## src/rtl/flash_ctrl.sv

```systemverilog
// Flash controller: accepts one bus request at a time, strobes the flash, settles, polls busy, then responds.
// Optional write-verify read-back is compiled in with FLASH_CTRL_VERIFY_EN.
module flash_ctrl #(
  parameter int TIMEOUT_CYCLES = 64,
  parameter int SETTLE_CYCLES  = 2
) (
  input  logic        clk,
  input  logic        nRST,
  input  logic        req_valid,
  output logic        req_ready,
  input  logic [1:0]  req_op,
  input  logic [11:0] req_addr,
  input  logic [31:0] req_wdata,
  output logic        rsp_valid,
  input  logic        rsp_ready,
  output logic [31:0] rsp_rdata,
  output logic        rsp_err,
  output logic        fl_rd_en,
  output logic        fl_wr_en,
  output logic        fl_erase_en,
  output logic [11:0] fl_addr,
  output logic [31:0] fl_idata,
  input  logic [31:0] fl_odata,
  input  logic        fl_busy,
  input  logic        fl_error
);

  localparam int CW = 16;
  localparam logic [1:0] OP_RD  = 2'b00;
  localparam logic [1:0] OP_WR  = 2'b01;
  localparam logic [1:0] OP_ER  = 2'b10;
  localparam logic [1:0] OP_RSV = 2'b11;

  typedef enum logic [2:0] {
    IDLE   = 3'd0,
    ISSUE  = 3'd1,
    SETTLE = 3'd2,
    POLL   = 3'd3,
    RESP   = 3'd4
`ifdef FLASH_CTRL_VERIFY_EN
    ,
    VREAD  = 3'd5,
    VCHECK = 3'd6
`endif
  } state_e;

  state_e          state_q, state_d;
  logic [1:0]      op_q, op_d;
  logic [11:0]     addr_q, addr_d;
  logic [31:0]     wdata_q, wdata_d;
  logic [CW-1:0]   cnt_q, cnt_d;
  logic            err_q, err_d;
  logic            tmo_q, tmo_d;
  logic            rej_q, rej_d;
  logic [31:0]     rdata_q, rdata_d;
  logic            issue_d1_q, issue_d1_d;
  logic            rd_en_q, rd_en_d;
  logic            wr_en_q, wr_en_d;
  logic            er_en_q, er_en_d;
  logic            req_ready_q, req_ready_d;
  logic            rsp_valid_q, rsp_valid_d;
  logic            rsp_err_q, rsp_err_d;
  logic            accept_s;

  assign accept_s = req_valid & req_ready_q;

  // Next-state, datapath and registered-output decode
  always_comb begin
    state_d    = state_q;
    op_d       = op_q;
    addr_d     = addr_q;
    wdata_d    = wdata_q;
    cnt_d      = cnt_q;
    err_d      = err_q;
    tmo_d      = tmo_q;
    rej_d      = rej_q;
    issue_d1_d = (state_q == ISSUE);

    // Flash read data is valid the cycle after the read strobe
    if (issue_d1_q && (op_q == OP_RD)) begin
      rdata_d = fl_odata;
    end else begin
      rdata_d = rdata_q;
    end

    case (state_q)
      IDLE: begin
        if (accept_s) begin
          op_d    = req_op;
          addr_d  = req_addr;
          wdata_d = req_wdata;
          err_d   = 1'b0;
          tmo_d   = 1'b0;
          rdata_d = 32'h0000_0000;
          cnt_d   = {CW{1'b0}};
          if ((req_op == OP_RSV) || (req_addr[11:10] != 2'b00)) begin
            rej_d   = 1'b1;
            state_d = RESP;
          end else begin
            rej_d   = 1'b0;
            state_d = ISSUE;
          end
        end else begin
          state_d = IDLE;
        end
      end
      ISSUE: begin
        cnt_d = {CW{1'b0}};
        if (SETTLE_CYCLES == 0) begin
          state_d = POLL;
        end else begin
          state_d = SETTLE;
        end
      end
      SETTLE: begin
        err_d = err_q | fl_error;
        if (cnt_q == CW'(SETTLE_CYCLES - 1)) begin
          cnt_d   = {CW{1'b0}};
          state_d = POLL;
        end else begin
          cnt_d = cnt_q + CW'(1);
        end
      end
      POLL: begin
        err_d = err_q | fl_error;
        if (!fl_busy) begin
`ifdef FLASH_CTRL_VERIFY_EN
          if ((op_q == OP_WR) && !(err_q | fl_error)) begin
            state_d = VREAD;
          end else begin
            state_d = RESP;
          end
`else
          state_d = RESP;
`endif
        end else if (cnt_q == CW'(TIMEOUT_CYCLES - 1)) begin
          tmo_d   = 1'b1;
          state_d = RESP;
        end else begin
          cnt_d = cnt_q + CW'(1);
        end
      end
`ifdef FLASH_CTRL_VERIFY_EN
      VREAD: begin
        state_d = VCHECK;
      end
      VCHECK: begin
        if (fl_odata != wdata_q) begin
          err_d = 1'b1;
        end else begin
          err_d = err_q;
        end
        state_d = RESP;
      end
`endif
      RESP: begin
        if (rsp_ready) begin
          state_d = IDLE;
        end else begin
          state_d = RESP;
        end
      end
      default: begin
        state_d = IDLE;
      end
    endcase

`ifdef FLASH_CTRL_VERIFY_EN
    rd_en_d = ((state_d == ISSUE) && (op_d == OP_RD)) || (state_d == VREAD);
`else
    rd_en_d = (state_d == ISSUE) && (op_d == OP_RD);
`endif
    wr_en_d     = (state_d == ISSUE) && (op_d == OP_WR);
    er_en_d     = (state_d == ISSUE) && (op_d == OP_ER);
    req_ready_d = (state_d == IDLE);
    rsp_valid_d = (state_d == RESP);
    rsp_err_d   = (state_d == RESP) && (err_d || tmo_d || rej_d);
  end

  // State and output registers; reset clears strobes asynchronously
  always_ff @(posedge clk or negedge nRST) begin
    if (!nRST) begin
      state_q     <= IDLE;
      op_q        <= 2'b00;
      addr_q      <= 12'h000;
      wdata_q     <= 32'h0000_0000;
      cnt_q       <= {CW{1'b0}};
      err_q       <= 1'b0;
      tmo_q       <= 1'b0;
      rej_q       <= 1'b0;
      rdata_q     <= 32'h0000_0000;
      issue_d1_q  <= 1'b0;
      rd_en_q     <= 1'b0;
      wr_en_q     <= 1'b0;
      er_en_q     <= 1'b0;
      req_ready_q <= 1'b0;
      rsp_valid_q <= 1'b0;
      rsp_err_q   <= 1'b0;
    end else begin
      state_q     <= state_d;
      op_q        <= op_d;
      addr_q      <= addr_d;
      wdata_q     <= wdata_d;
      cnt_q       <= cnt_d;
      err_q       <= err_d;
      tmo_q       <= tmo_d;
      rej_q       <= rej_d;
      rdata_q     <= rdata_d;
      issue_d1_q  <= issue_d1_d;
      rd_en_q     <= rd_en_d;
      wr_en_q     <= wr_en_d;
      er_en_q     <= er_en_d;
      req_ready_q <= req_ready_d;
      rsp_valid_q <= rsp_valid_d;
      rsp_err_q   <= rsp_err_d;
    end
  end

  assign req_ready   = req_ready_q;
  assign rsp_valid   = rsp_valid_q;
  assign rsp_rdata   = rdata_q;
  assign rsp_err     = rsp_err_q;
  assign fl_rd_en    = rd_en_q;
  assign fl_wr_en    = wr_en_q;
  assign fl_erase_en = er_en_q;
  assign fl_addr     = addr_q;
  assign fl_idata    = wdata_q;

endmodule

```

## config.mk

```make
export PLATFORM = sky130hd
export DESIGN_NAME = flash_ctrl
export DESIGN_NICKNAME = d
export VERILOG_FILES = /design/src/rtl/flash_ctrl.sv
export SDC_FILE = /design/constraint.sdc
export NUM_CORES = 1
export LEC_CHECK = 0
export ABC_AREA = 1
export BUFFER_PORTS_ARGS = -buffer_cell sky130_fd_sc_hd__buf_2
export CAP_MARGIN = 30
export CELL_PAD_IN_SITES_DETAIL_PLACEMENT = 2
export CELL_PAD_IN_SITES_GLOBAL_PLACEMENT = 2
export CORE_ASPECT_RATIO = 1.25
export CORE_UTILIZATION = 30
export DETAILED_ROUTE_END_ITERATION = 10
export GPL_ROUTABILITY_DRIVEN = 0
export PLACE_DENSITY_LB_ADDON = 0.1
export SKIP_LAST_GASP = 1
export SLEW_MARGIN = 20
export SYNTH_ARGS = -nofsm -noshare
export SYNTH_HDL_FRONTEND = slang
export SYNTH_SLANG_ARGS = --single-unit
```

## constraint.sdc

```tcl
create_clock -name clk -period 2.5 [get_ports clk]
set_clock_uncertainty 0.15 [all_clocks]
set_input_delay 0.75 -clock clk [delete_from_list [all_inputs] [get_ports clk]]
set_output_delay 0.75 -clock clk [all_outputs]
set_load 0.02 [all_outputs]
```

Word-level counts from Yosys, hierarchy flattened. Index checks and enable logic that the tools add are counted.

Register bits: 107.

Reductions and logical operators: 17. Equality and inequality tests: 14. Add/sub/neg operators: 1. Muxes and demuxes: 26. Bitwise gates (word level): 2.

Operator list (number): 32-bit 2-to-1 mux (3); 16-bit 2-to-1 mux (4); 16-bit one-hot mux with 4 select lines (1); 3-bit 2-to-1 mux (6); 16-bit by 1-bit adder with 16-bit output (second input constant) (1); 16-bit by 1-bit == test with 1-bit output (second input constant) (1); 16-bit by 6-bit == test with 1-bit output (second input constant) (1); 3-bit one-hot mux with 5 select lines (1); 1-bit 2-to-1 mux (7); 3-bit by 1-bit == test with 1-bit output (second input constant) (2); 3-bit by 2-bit == test with 1-bit output (second input constant) (2); 3-bit == test (second input constant) (2); 3-bit logical NOT (2); 2-bit inequality test (second input constant) (3); 1-bit logical AND (5); 2-bit == test (second input constant) (2); 2-bit logical NOT (2); 2-bit 2-to-1 mux (2); 1-bit one-hot mux with 2 select lines (2); 4-bit AND reduction (1); 4-bit nonzero test (1); 1-bit logical OR (3); 2-bit by 1-bit == test with 1-bit output (second input constant) (1); 2-bit AND reduction (1); 4 further kinds (4).

Logic depth before layout (Yosys ltp).
Depth in word-level cells: 7. Gate-level depth with buffers: 10. Mapped depth without buffers: 10.

Worst setup path before layout. No wires, ideal clock.

Kind: input port to flip-flop. Start point: in req_valid. End point: reg addr_q[0] (netlist: fl_addr[0]). Setup slack: 608 ps. Buffers on the path: 2. Arrival: 1625 ps. Stages on the path: 7. Library setup time: 117 ps. Cells stage by stage: nand2_1 -> nor3_4 -> inv_2 -> buf_2 -> buf_2 -> nand2_1 -> nand2_1.

Longest elaborated chain between the ends: 2.

RTL lines: start: declaration (line 9) `input logic req_valid,`; 1-bit AND (line 65) `assign accept_s = req_valid & req_ready_q;`; 2-bit AND reduction (no source line); end signal: assignment (line 202) `addr_q <= addr_d;`; end: declaration (line 49) `logic [11:0] addr_q, addr_d;`.

No other way between the ends. A chain may end at the register's enable or synchronous reset.

Worst setup path after layout.
Start point: reg cnt_q[0]. End point: reg cnt_q[9].

Longest elaborated chain between the ends: 4.

RTL lines: start: declaration (line 51) `logic [CW-1:0] cnt_q, cnt_d;`; start signal: assignment (line 187) `cnt_q <= {CW{1'b0}};`; start signal: assignment (line 204) `cnt_q <= cnt_d;`; 16-bit by 1-bit adder with 16-bit output (line 121, 140); 16-bit 2-to-1 mux (line 136) `end else if (cnt_q == CW'(TIMEOUT_CYCLES - 1)) begin`; 16-bit 2-to-1 mux (line 126) `if (!fl_busy) begin`; 16-bit one-hot mux with 4 select lines (line 86) `case (state_q)`.

Parallel ways exist; a longest one is shown, timed or not. The select of a mux whose other input is x is not followed.

==> metrics.cfg <==
[floorplanning]
die_y_um=143
die_area_um2=16400
core_region_area_um2=15600
die-width_um=115
ios=166
initial_core_util_pct=30.7
rows=51

[sta]
totalNegativeSetupSlack_ns=0
rsz0062_at_grt=no
setup_violations=0
clock.fmax_ghz=0.478
drv_slew=0
worst_slew_pin_slew_ns=0.408
finalCritPeriodShare_pct=83.7
min_period_ns=2.09
slew_headroom_pct=72.8
hold_viol=0

[drt]
initialDrtViolationCount=114
vias=4534
wire_per_inst_um=16.1
viasPerCell=4.67
drt_first_pass_iters=4
drc=0
finalWirelength_um=15600
drtAntennaViolNets=0

[final_layout]
drive_gt1_share_pct=27.0
fin_nets=840
final_core_util_pct=39.5
area_growth_pct=28.7
postLayoutCellArea_um2=6140
final_cells=971
diodes=0
fillers=1860

[clocking]
cts_buffer_depth=2
numCtsBuffers=9
postCtsHoldBufs=0
clock-root-buffer=clkbuf_16
cts_resized=0
clock_latency_ns=0.36
cts-htree-levels=3
post_cts_buffers=0
cts_tree=done
cts.clk_slew.worst_paths_ns=0.07
cts_sinks=107

[global_route]
antenna_found_initial=0
grt_remaining_overflow=0
grt_start_max_net_pins=53
grt.total_usage_pct=20.1
grt_pass1_vias=4938
grt_pass1_wl_um=25300

[worst_setup_path]
crit_start=cnt_q[0]$_DFFE_PN0P_
critPathKind=reg -> reg
crit_top_cell=nand3_1
required_ns=2.58
crit_fanout=23
arrival_ns=2.18
crit_path_start_kind=flip-flop
worst_path_max_delay_cell=dfrtp_1
crit_path_end_kind=flip-flop
crit_chain=ha_1, nand3_1, nor2_1, nand3_1, nand3_2, buf_4, o21ai_0
critical-path-max-stage-delay_ns=0.53
timing.rr.start=cnt_q[0]$_DFFE_PN0P_

[synth]
synth_compound_area_share_pct=3.88
synth_top_family_by_area=simple AND/OR/NAND/NOR gates
synthesis.nets=676
synth_top_area_share_pct=56.1
syn_inst=590
synth_area_um2=4770
ys_async_sr_fraction_pct=100
synthAdderAreaFrac_pct=0.524
syn_avg_cell_area_um2=8.09
synth.largest_area_cell=dfrtp_1
yosys.area_share.simple_pct=32.9
synth_xor_xnor_area_share_pct=0.917
yosysWarnings=0
synth_common_cells=nand2_1 (217), dfrtp_1 (107), nor2_1 (91)
synth_most_common_cell=nand2_1
synth_mux_area_share_pct=0
synth_edf_count=0
synthFlopType=dfrtp_1
ys_types=27
ys_ff_latch=107
yosys-top-cells-area=dfrtp_1 (56%), nand2_1 (17%), nor2_1 (7.2%)
ys_seq_area_share_pct=56.1

[flow_run]
drv_cap=0

[status]
status=finished, final reports clean

[placed_design]
portBuffers=165
dpl-instance-area_um2=5860
dp_hpwl_um=11700
dp_cells=955

[pwr]
peakVddDrop_v=0.000384
total_power_mw=6.81
p_per_area_nw_per_um2=1110
p_leak_nw=3.40

[min_path]
min_path_type=in -> async

layout make-up:
type                    count  area [um2]  share of cell area [%]
clock buffers               9         225                    3.67
clock inverters             7        62.6                    1.02
inverters                  37         139                    2.26
multi-input cells         421        1820                    29.7
flip-flops and latches    107        2680                    43.6
well taps                 212         265                    4.32
repair buffers            178         951                    15.5
state kept, by name, summed over array words and instances, names as in the netlist, 2 cells and up:
name / cells
op_q: 2
cnt_q: 16
fl_idata: 32
rsp_rdata: 32
state_q: 3
fl_addr: 12
per-layer routing:
metal / wire length [um] / GRT usage (%) / vias to the layer above
met3: 679 / 3.31 / 13
met2: 8460 / 37.4 / 95
met1: 6250 / 22.9 / 2254
li1: - / - / 2172
met4: 249 / 7.52 / 0
met5: 0 / 0 / -
logic make-up after synthesis:
kind of cell	count (synthesis)
AND/OR/NAND/NOR	383
adder cells (fa/ha/maj)	2
buffers and inverters	62
flip-flops	107
XOR/XNOR	5
AO/OA/AOI/OAI	31
final timing paths:
check	to	slack, ns	depth (start not counted)
setup / recovery	cnt_q[9]$_DFFE_PN0P_	0.41	7
max in group asynchronous	state_q[0]$_DFF_PN0_	1.42	2
hold reg to reg	fl_idata[7]$_DFFE_PN0P_	0.32	2
min in group clk	fl_idata[7]$_DFFE_PN0P_	0.32	2
hold / removal	fl_idata[7]$_DFFE_PN0P_	0.17	1
setup reg to reg	cnt_q[9]$_DFFE_PN0P_	0.41	7
metrics by stage:
step | hold WS (ns) | worst slack, ns
floorplan | 0.295 | 0.608
detailed placement | 0.305 | 0.146
global placement | 0.298 | 0.214
finish | 0.171 | 0.407
global route | 0.189 | 0.222
CTS | 0.175 | 0.403
worst max-delay path: cells and delay by family (launching register included):
kind | cells | cell delay, ns
and+or+nand+nor | 4 | 0.61
AOI/OAI and AO/OA | 1 | 0.13
DFF | 1 | 0.53
adders and majority gates | 1 | 0.27
buffers and inverters | 1 | 0.27
report_power, final:
part | leakage, nW | internal (mW) | switching [mW] | total, mW
sequential | 1.41 | 2.28 | 0.323 | 2.60
clock | 0.135 | 0.693 | 0.706 | 1.40
combinational | 1.86 | 0.859 | 1.95 | 2.81
layout by cell type (no fill, tap or decap), drive strengths merged, types with 3 or more instances in the layout:
master,instances
o21ai,16
nor2,91
o211ai,7
buf,178
nor3,38
nand2,217
nand3,29
nand4,5
clkinv,3
a21oi,5
clkbuf,9
inv,39
xor2,5
dfrtp,107
No activity file was read; power rests on OpenSTA's default activity.
